**src/rtl/alu_op_issuer.sv**
```systemverilog
// Initiator for the combinational ALU op interface: registers a request's operands onto
// the shared fu bus, waits for the units to settle, then returns the captured result.
module alu_op_issuer #(
  parameter int DATA_W        = 32,
  parameter int SETTLE_CYCLES = 1   // legal range 1..15
) (
  input  logic              clk,
  input  logic              rst,
  input  logic              req_valid,
  output logic              req_ready,
  input  logic [2:0]        req_op,
  input  logic [DATA_W-1:0] req_a,
  input  logic [DATA_W-1:0] req_b,
  output logic [DATA_W-1:0] fu_a,
  output logic [DATA_W-1:0] fu_b,
  input  logic [DATA_W-1:0] and_res,
  input  logic [DATA_W-1:0] or_res,
  input  logic [DATA_W-1:0] xor_res,
  input  logic [DATA_W-1:0] add_res,
  output logic              rsp_valid,
  input  logic              rsp_ready,
  output logic [DATA_W-1:0] rsp_data,
  output logic              rsp_zero,
  output logic              rsp_err
);

  localparam logic [2:0] OP_AND = 3'b000;
  localparam logic [2:0] OP_OR  = 3'b001;
  localparam logic [2:0] OP_XOR = 3'b010;
  localparam logic [2:0] OP_ADD = 3'b011;
  localparam logic [2:0] OP_NOR = 3'b100;

  localparam logic [3:0] CNT_LOAD = 4'(SETTLE_CYCLES - 1);

  typedef enum logic [1:0] {
    S_IDLE = 2'd0,
    S_WAIT = 2'd1,
    S_RESP = 2'd2
  } state_t;

  state_t              r_state;
  state_t              w_state_next;
  logic [3:0]          r_cnt;
  logic [2:0]          r_op;
  logic                r_illegal;
  logic [DATA_W-1:0]   r_fu_a;
  logic [DATA_W-1:0]   r_fu_b;
  logic                r_rsp_valid;
  logic [DATA_W-1:0]   r_rsp_data;
  logic                r_rsp_zero;
  logic                r_rsp_err;

  logic                w_accept;
  logic                w_op_legal;
  logic                w_capture;
  logic                w_rsp_done;
  logic [DATA_W-1:0]   w_result;

  assign req_ready  = (r_state == S_IDLE) & ~rst;
  assign w_accept   = req_valid & req_ready;
  assign w_op_legal = (req_op <= OP_NOR);
  assign w_capture  = (r_state == S_WAIT) && (r_cnt == 4'd0);
  assign w_rsp_done = (r_state == S_RESP) && rsp_ready;

  // Illegal ops still pass through one WAIT cycle so their response appears
  // one cycle after accept, but the operand settle count is skipped.
  always_comb begin
    w_state_next = r_state;
    case (r_state)
      S_IDLE: if (w_accept)   w_state_next = S_WAIT;
      S_WAIT: if (w_capture)  w_state_next = S_RESP;
      S_RESP: if (rsp_ready)  w_state_next = S_IDLE;
      default:                w_state_next = S_IDLE;
    endcase
  end

  always_comb begin
    w_result = '0;
    case (r_op)
      OP_AND:  w_result = and_res;
      OP_OR:   w_result = or_res;
      OP_XOR:  w_result = xor_res;
      OP_ADD:  w_result = add_res;
      OP_NOR:  w_result = ~or_res;
      default: w_result = '0;
    endcase
  end

  always_ff @(posedge clk) begin
    if (rst) begin
      r_state     <= S_IDLE;
      r_cnt       <= 4'd0;
      r_op        <= 3'd0;
      r_illegal   <= 1'b0;
      r_fu_a      <= '0;
      r_fu_b      <= '0;
      r_rsp_valid <= 1'b0;
      r_rsp_data  <= '0;
      r_rsp_zero  <= 1'b0;
      r_rsp_err   <= 1'b0;
    end else begin
      r_state <= w_state_next;

      if (w_accept) begin
        r_fu_a    <= req_a;
        r_fu_b    <= req_b;
        r_op      <= req_op;
        r_illegal <= ~w_op_legal;
        r_cnt     <= w_op_legal ? CNT_LOAD : 4'd0;
        if (!w_op_legal) begin
          r_rsp_data <= '0;
          r_rsp_zero <= 1'b1;
          r_rsp_err  <= 1'b1;
        end
      end

      if (r_state == S_WAIT) begin
        if (r_cnt != 4'd0) begin
          r_cnt <= r_cnt - 4'd1;
        end else begin
          r_rsp_valid <= 1'b1;
          if (!r_illegal) begin
            r_rsp_data <= w_result;
            r_rsp_zero <= (w_result == '0);
            r_rsp_err  <= 1'b0;
          end
        end
      end

      if (w_rsp_done) begin
        r_rsp_valid <= 1'b0;
      end
    end
  end

  assign fu_a      = r_fu_a;
  assign fu_b      = r_fu_b;
  assign rsp_valid = r_rsp_valid;
  assign rsp_data  = r_rsp_data;
  assign rsp_zero  = r_rsp_zero;
  assign rsp_err   = r_rsp_err;

endmodule

```
**config.mk**
```make
export PLATFORM = sky130hd
export DESIGN_NAME = alu_op_issuer
export DESIGN_NICKNAME = d
export VERILOG_FILES = /design/src/rtl/alu_op_issuer.sv
export SDC_FILE = /design/constraint.sdc
export NUM_CORES = 1
export LEC_CHECK = 0
export CAP_MARGIN = 30
export CORE_AREA = 4 4 151 95
export CTS_CLUSTER_DIAMETER = 200
export CTS_CLUSTER_SIZE = 25
export DETAILED_ROUTE_END_ITERATION = 7
export DIE_AREA = 0 0 155 99
export PLACE_DENSITY = 0.89
export SKIP_CTS_REPAIR_TIMING = 1
export SYNTH_ARGS = -nofsm -noshare
export SYNTH_HDL_FRONTEND = slang
export SYNTH_SLANG_ARGS = --single-unit
export TNS_END_PERCENT = 1
```
**constraint.sdc**
```tcl
create_clock -name clk -period 3.4 [get_ports clk]
set_input_delay 0.85 -clock clk [delete_from_list [all_inputs] [get_ports clk]]
set_output_delay 0.85 -clock clk [all_outputs]
set_load 0.1 [all_outputs]
```
### Yosys cells after proc, flatten, opt, wreduce, memory -nomap -nowiden

Cells that the tools add are included.

| word-level totals | value |
|---|---|
| register bits after elaboration | 109 |
| bits of input ports | 199 |
| output and inout port bits | 100 |
| logic and storage cells | 60 |

| cells by class | value |
|---|---|
| add/subtract/negate cells | 1 |
| magnitude comparators | 1 |
| equal/unequal tests | 9 |
| mux-type cells | 23 |
| bitwise logic cells | 6 |
| reductions and logical operators | 10 |

Operators by type and width:

| cell | count |
|---|---|
| $mux 32 | 5 |
| $pmux 32 s5 | 1 |
| $logic_not 32->1 | 1 |
| $not 32->32 | 1 |
| $mux 4 | 3 |
| $mux 1 | 10 |
| $eq 3x2->1 const B | 2 |
| $mux 2 | 3 |
| $ne 2x2->1 const B | 3 |
| $pmux 2 s3 | 1 |
| $logic_not 4->1 | 1 |
| $reduce_bool 4->1 | 1 |
| $sub 4x1->4 const B | 1 |
| $eq 3x1->1 const B | 1 |
| $eq 3x3->1 const B | 1 |
| $le 3x3->1 const B | 1 |
| $logic_not 3->1 | 1 |
| $not 1->1 | 3 |
| $reduce_and 3->1 | 1 |
| $and 1x1->1 | 2 |
| $eq 2x1->1 const B | 1 |
| $eq 2x2->1 const B | 1 |
| $logic_and 1x1->1 | 2 |
| $logic_not 2->1 | 1 |
| 2 further kinds | 2 |

### Depth between registers and ports, before layout

| logic depth | value |
|---|---|
| depth after elaboration | 7 |
| gate-level depth with buffers | 10 |
| gate-level depth less buffers | 8 |

### Least setup slack after synthesis

No wires, ideal clock.

| timing | value |
|---|---|
| path type | input to register |
| start | in rst |
| end | reg r_rsp_data[10] (netlist: rsp_data[10]) |
| library setup time | 0.118 ns |
| data arrival time | 4.475 ns |
| required time | 3.282 ns |
| setup slack | -1.193 ns |
| stages on the path | 7 |
| path through | clkbuf_1 nor3_1 nand2_1 nor2_1 nor3_1 clkbuf_1 a22o_1 |

| on the way | value |
|---|---|
| longest elaborated chain between the ends | 7 |

RTL lines:

| item | line | text |
|---|---|---|
| start, declared | 8 | `input logic rst,` |
| $not 1->1 (*) | 59 | `assign req_ready = (r_state == S_IDLE) & ~rst;` |
| $and 1x1->1 (*) | 59 |  |
| net req_ready | 10 | `output logic req_ready,` |
| $and 1x1->1 (*) | 60 | `assign w_accept = req_valid & req_ready;` |
| $mux 32 (*) | 104 | `if (w_accept) begin` |
| $mux 32 | 122 | `if (!r_illegal) begin` |
| $mux 32 | 118 | `if (r_cnt != 4'd0) begin` |
| $mux 32 (*) | 117 | `if (r_state == S_WAIT) begin` |
| end signal, assigned | 123 | `r_rsp_data <= w_result;` |
| end, declared | 49 | `logic [DATA_W-1:0] r_rsp_data;` |

The timed path passes the listed nets; every way through them passes the cells marked *.
A chain may end at the register's enable or synchronous reset.

### Worst setup path after layout

| timing | value |
|---|---|
| start | in or_res[27] |
| end | reg r_rsp_zero (netlist: rsp_zero) |

| on the way | value |
|---|---|
| longest elaborated chain between the ends | 6 |

RTL lines:

| item | line | text |
|---|---|---|
| start, declared | 17 | `input logic [DATA_W-1:0] or_res,` |
| $not 32->32 | 84 | `OP_NOR: w_result = ~or_res;` |
| $pmux 32 s5 (*) | 79 | `case (r_op)` |
| $logic_not 32->1 (*) | 124 | `r_rsp_zero <= (w_result == '0);` |
| $mux 1 (*) | 122 |  |
| $mux 1 (*) | 118 |  |
| $mux 1 (*) | 117 |  |
| end signal, assigned | 124 |  |
| end, declared | 50 | `logic r_rsp_zero;` |

Mark *: on every way between the ends. The rest lies on a longest branch, timed or not.

==> out/metrics.cfg <==
[run_status]
status=finished clean

[route]
wirelength_um=19800
viasPerCell=5.38
drc=0
wl_per_cell_um=18.1
via_count=5910
first_pass_iters=5
drtAntennaViolNets=0
drt-initial-drc-count=453

[power_and_ir_drop]
max-vdd-ir-drop_mv=0.259
power_density_nw_per_um2=424
leakagePower_nw=3.26

[logic_synthesis]
async_flop_share_pct=0
yosysMostFrequentCell=nand2_1
synth_ff_type=dfxtp_1
synth_top_cell_by_area=dfxtp_1
synthDistinctLibCells=50
synthTopCellsByArea=dfxtp_1, nand2_1, a21oi_1, mux4_2, nor2_1
synthCells=651
syn_nets=851
yosysTopAreaCellShare_pct=42.0
synth_edf_count=0
synth-seq-area-share_pct=42.0
avgSynthCellArea_sq_um=7.97
yosys_warnings=0
synth_seq_cells=109
synth_common_cells=nand2_1, dfxtp_1, a21oi_1, nor2_1, clkbuf_1
syn-cell-area_sq_um=5190

[placement]
place_congestion=0.988
place_ws_ns=0.351
dp_hpwl_um=15600
io_buffers=298
dp.cells=1082

[setup_path]
slowest_stage=or4_1
cp.arrival_ns=2.97
crit_chain=clkdlybuf4s50_1, mux4_2, nor3_2, o22ai_1, or4_1, o31ai_2
cp_top_family=simple AND/OR/NAND/NOR gates
path_buf_inv=1
r2r_start=r_cnt[0]$_SDFF_PP0_
cp-end-kind=flop
r2r_cells=8
regToRegSetupSlack_ns=0.77
crit_fanout=3
cp.required_ns=3.66
crit_type=in -> reg
reg2reg_to=rsp_zero$_SDFF_PP0_
slowest_delay_ns=0.56
start_kind=input pin

[timing]
finalSetupViolations=0
max_clock_freq_ghz=0.369
tns_ns=0
final.min_clock_period_ns=2.71
relSlewSlack_pct=48.5
clock_skew_ns=0.0103
finalHoldViolations=0
worst_slew_pin_slew_ns=0.772
finalWorstSetupSlack_ns=0.687
slew_viol_final=0
finalCritPeriodShare_pct=79.8
hold_ws_ns=0.447
rsz0062_at_grt=false

[worst_hold_path]
hold_start=rsp_data[29]$_SDFF_PP0_
hold_path.class=reg -> reg
holdPathEnd=rsp_data[29]$_SDFF_PP0_
whs_path_depth=2

[clock_network]
cts_tree=done
clk_pin_slew_ns=0.07
clock_latency_ns=0.34
clockBufferDepth=2
cts-buffers-inserted=9
htree_levels=3
cts_root_buf=clkbuf_16
clock_sink_count=109

[global_route]
grt_pass1_vias=5648
antenna_found_initial=1
grt_pass1_wl_um=30000
grt-ovfl-total=0
grt_max_degree=65
track_usage_pct=24.4

[final_layout]
fillers=1067
antenna_cells=0
regArea_sq_um=2180
post-route-util_pct=65.6
area_growth_syn_to_layout_pct=61.3
multi_input_area_sq_um=2760
final_cells=1098
drive_gt1_share_pct=17.1
layout.nets=1123

[floorplanning]
core_sq_um=12800
dieArea_sq_um=15300
initial_core_util_pct=40.6
die_w_um=155
rows=32
fp.dieH_um=99
ios=299

[run]
cap_violations=0

-- logic make-up (layout without fill, tap and decap cells) --
group / count (synthesis) / after routing / share of synthesized area (%)
simple gates: 254 / 254 / 20.6
compound gates: 192 / 192 / 22.1
flops: 109 / 109 / 42.0
buf+inv: 62 / 339 / 5.23
mux: 33 / 33 / 9.81
fa+ha+maj: 1 / 1 / 0.241
-- cells in the final DEF (no fill, tap or decap), drive strengths merged, types with 3 or more instances in the layout --
cell           netlist  layout
nand2b               5       5
nor2b                6       6
and2                 3       3
buf                 19     118
mux2i               16      16
mux2                 3       3
nor2                51      51
a21oi              106     106
nand4                5       5
o21ai               22      22
o22ai               15      15
dfxtp              109     109
a22o                17      17
clkbuf              35      10
nor3                 6       6
inv                  7      11
clkdlybuf4s50        0     197
a211oi               9       9
o31ai                3       3
nand2              162     162
a2bb2oi              7       7
nor4                 6       6
mux4                14      14
-- routing by layer --
metal | vias to the layer above | routed length [um] | GRT usage, %
met5 | - | 7 | 0
met4 | 2 | 310 | 5.16
met3 | 29 | 2400 | 10.7
met2 | 280 | 8840 | 38.2
met1 | 2768 | 8270 | 31.4
li1 | 2831 | - | -
-- final cells by class --
cell class                      count  area share (%)
Timing Repair Buffer              315            34.4
Multi-Input combinational cell    480            33.0
Sequential cell                   109            26.1
Clock buffer                       10            2.73
Tap cell                          170            2.54
Clock inverter                      6           0.911
Inverter                            8           0.359
-- through the flow --
stage	total power, mW	cell area, sq um
floorplan	2.07	5200
global placement	2.48	8070
detailed placement	2.50	8070
CTS	3.58	8370
global route	3.69	8370
finish	3.55	8370
-- tightest hold or removal path: cells and delay by family, from the launching register on --
| family | cells | cell delay, ns |
|---|---|---|
| and+or+nand+nor | 1 | 0.05 |
| DFF | 1 | 0.31 |
| AOI/OAI and AO/OA | 1 | 0.05 |
-- registers in the layout, summed over array words and instances (netlist names) --
signal / flops
fu_a: 32
r_illegal: 1
fu_b: 32
rsp_zero: 1
rsp_data: 32
r_state: 2
rsp_err: 1
rsp_valid: 1
r_cnt: 4
r_op: 3
-- report_power, final --
part | leakage, nW | switching, mW | internal [mW] | total [mW]
Sequential | 0.888 | 0.0386 | 1.33 | 1.37
Combinational | 2.22 | 0.695 | 0.406 | 1.10
Clock | 0.150 | 0.491 | 0.587 | 1.08
Total | 3.26 | 1.22 | 2.33 | 3.55
-- worst max-delay path by stage --
stage | from | to | slack [ns] | depth (start not counted)
6_report | or_res[27] | rsp_zero$_SDFF_PP0_ | 0.69 | 6
3_5_place_dp | or_res[27] | rsp_zero$_SDFF_PP0_ | 0.35 | 6
5_1_grt | or_res[27] | rsp_zero$_SDFF_PP0_ | 0.57 | 6
2_1_floorplan | rst | rsp_data[10]$_SDFF_PP0_ | 0.38 | 7
4_1_cts | or_res[27] | rsp_zero$_SDFF_PP0_ | 0.70 | 6
3_3_place_gp | or_res[27] | rsp_zero$_SDFF_PP0_ | 0.38 | 6
(Power assumes the default switching activity.)
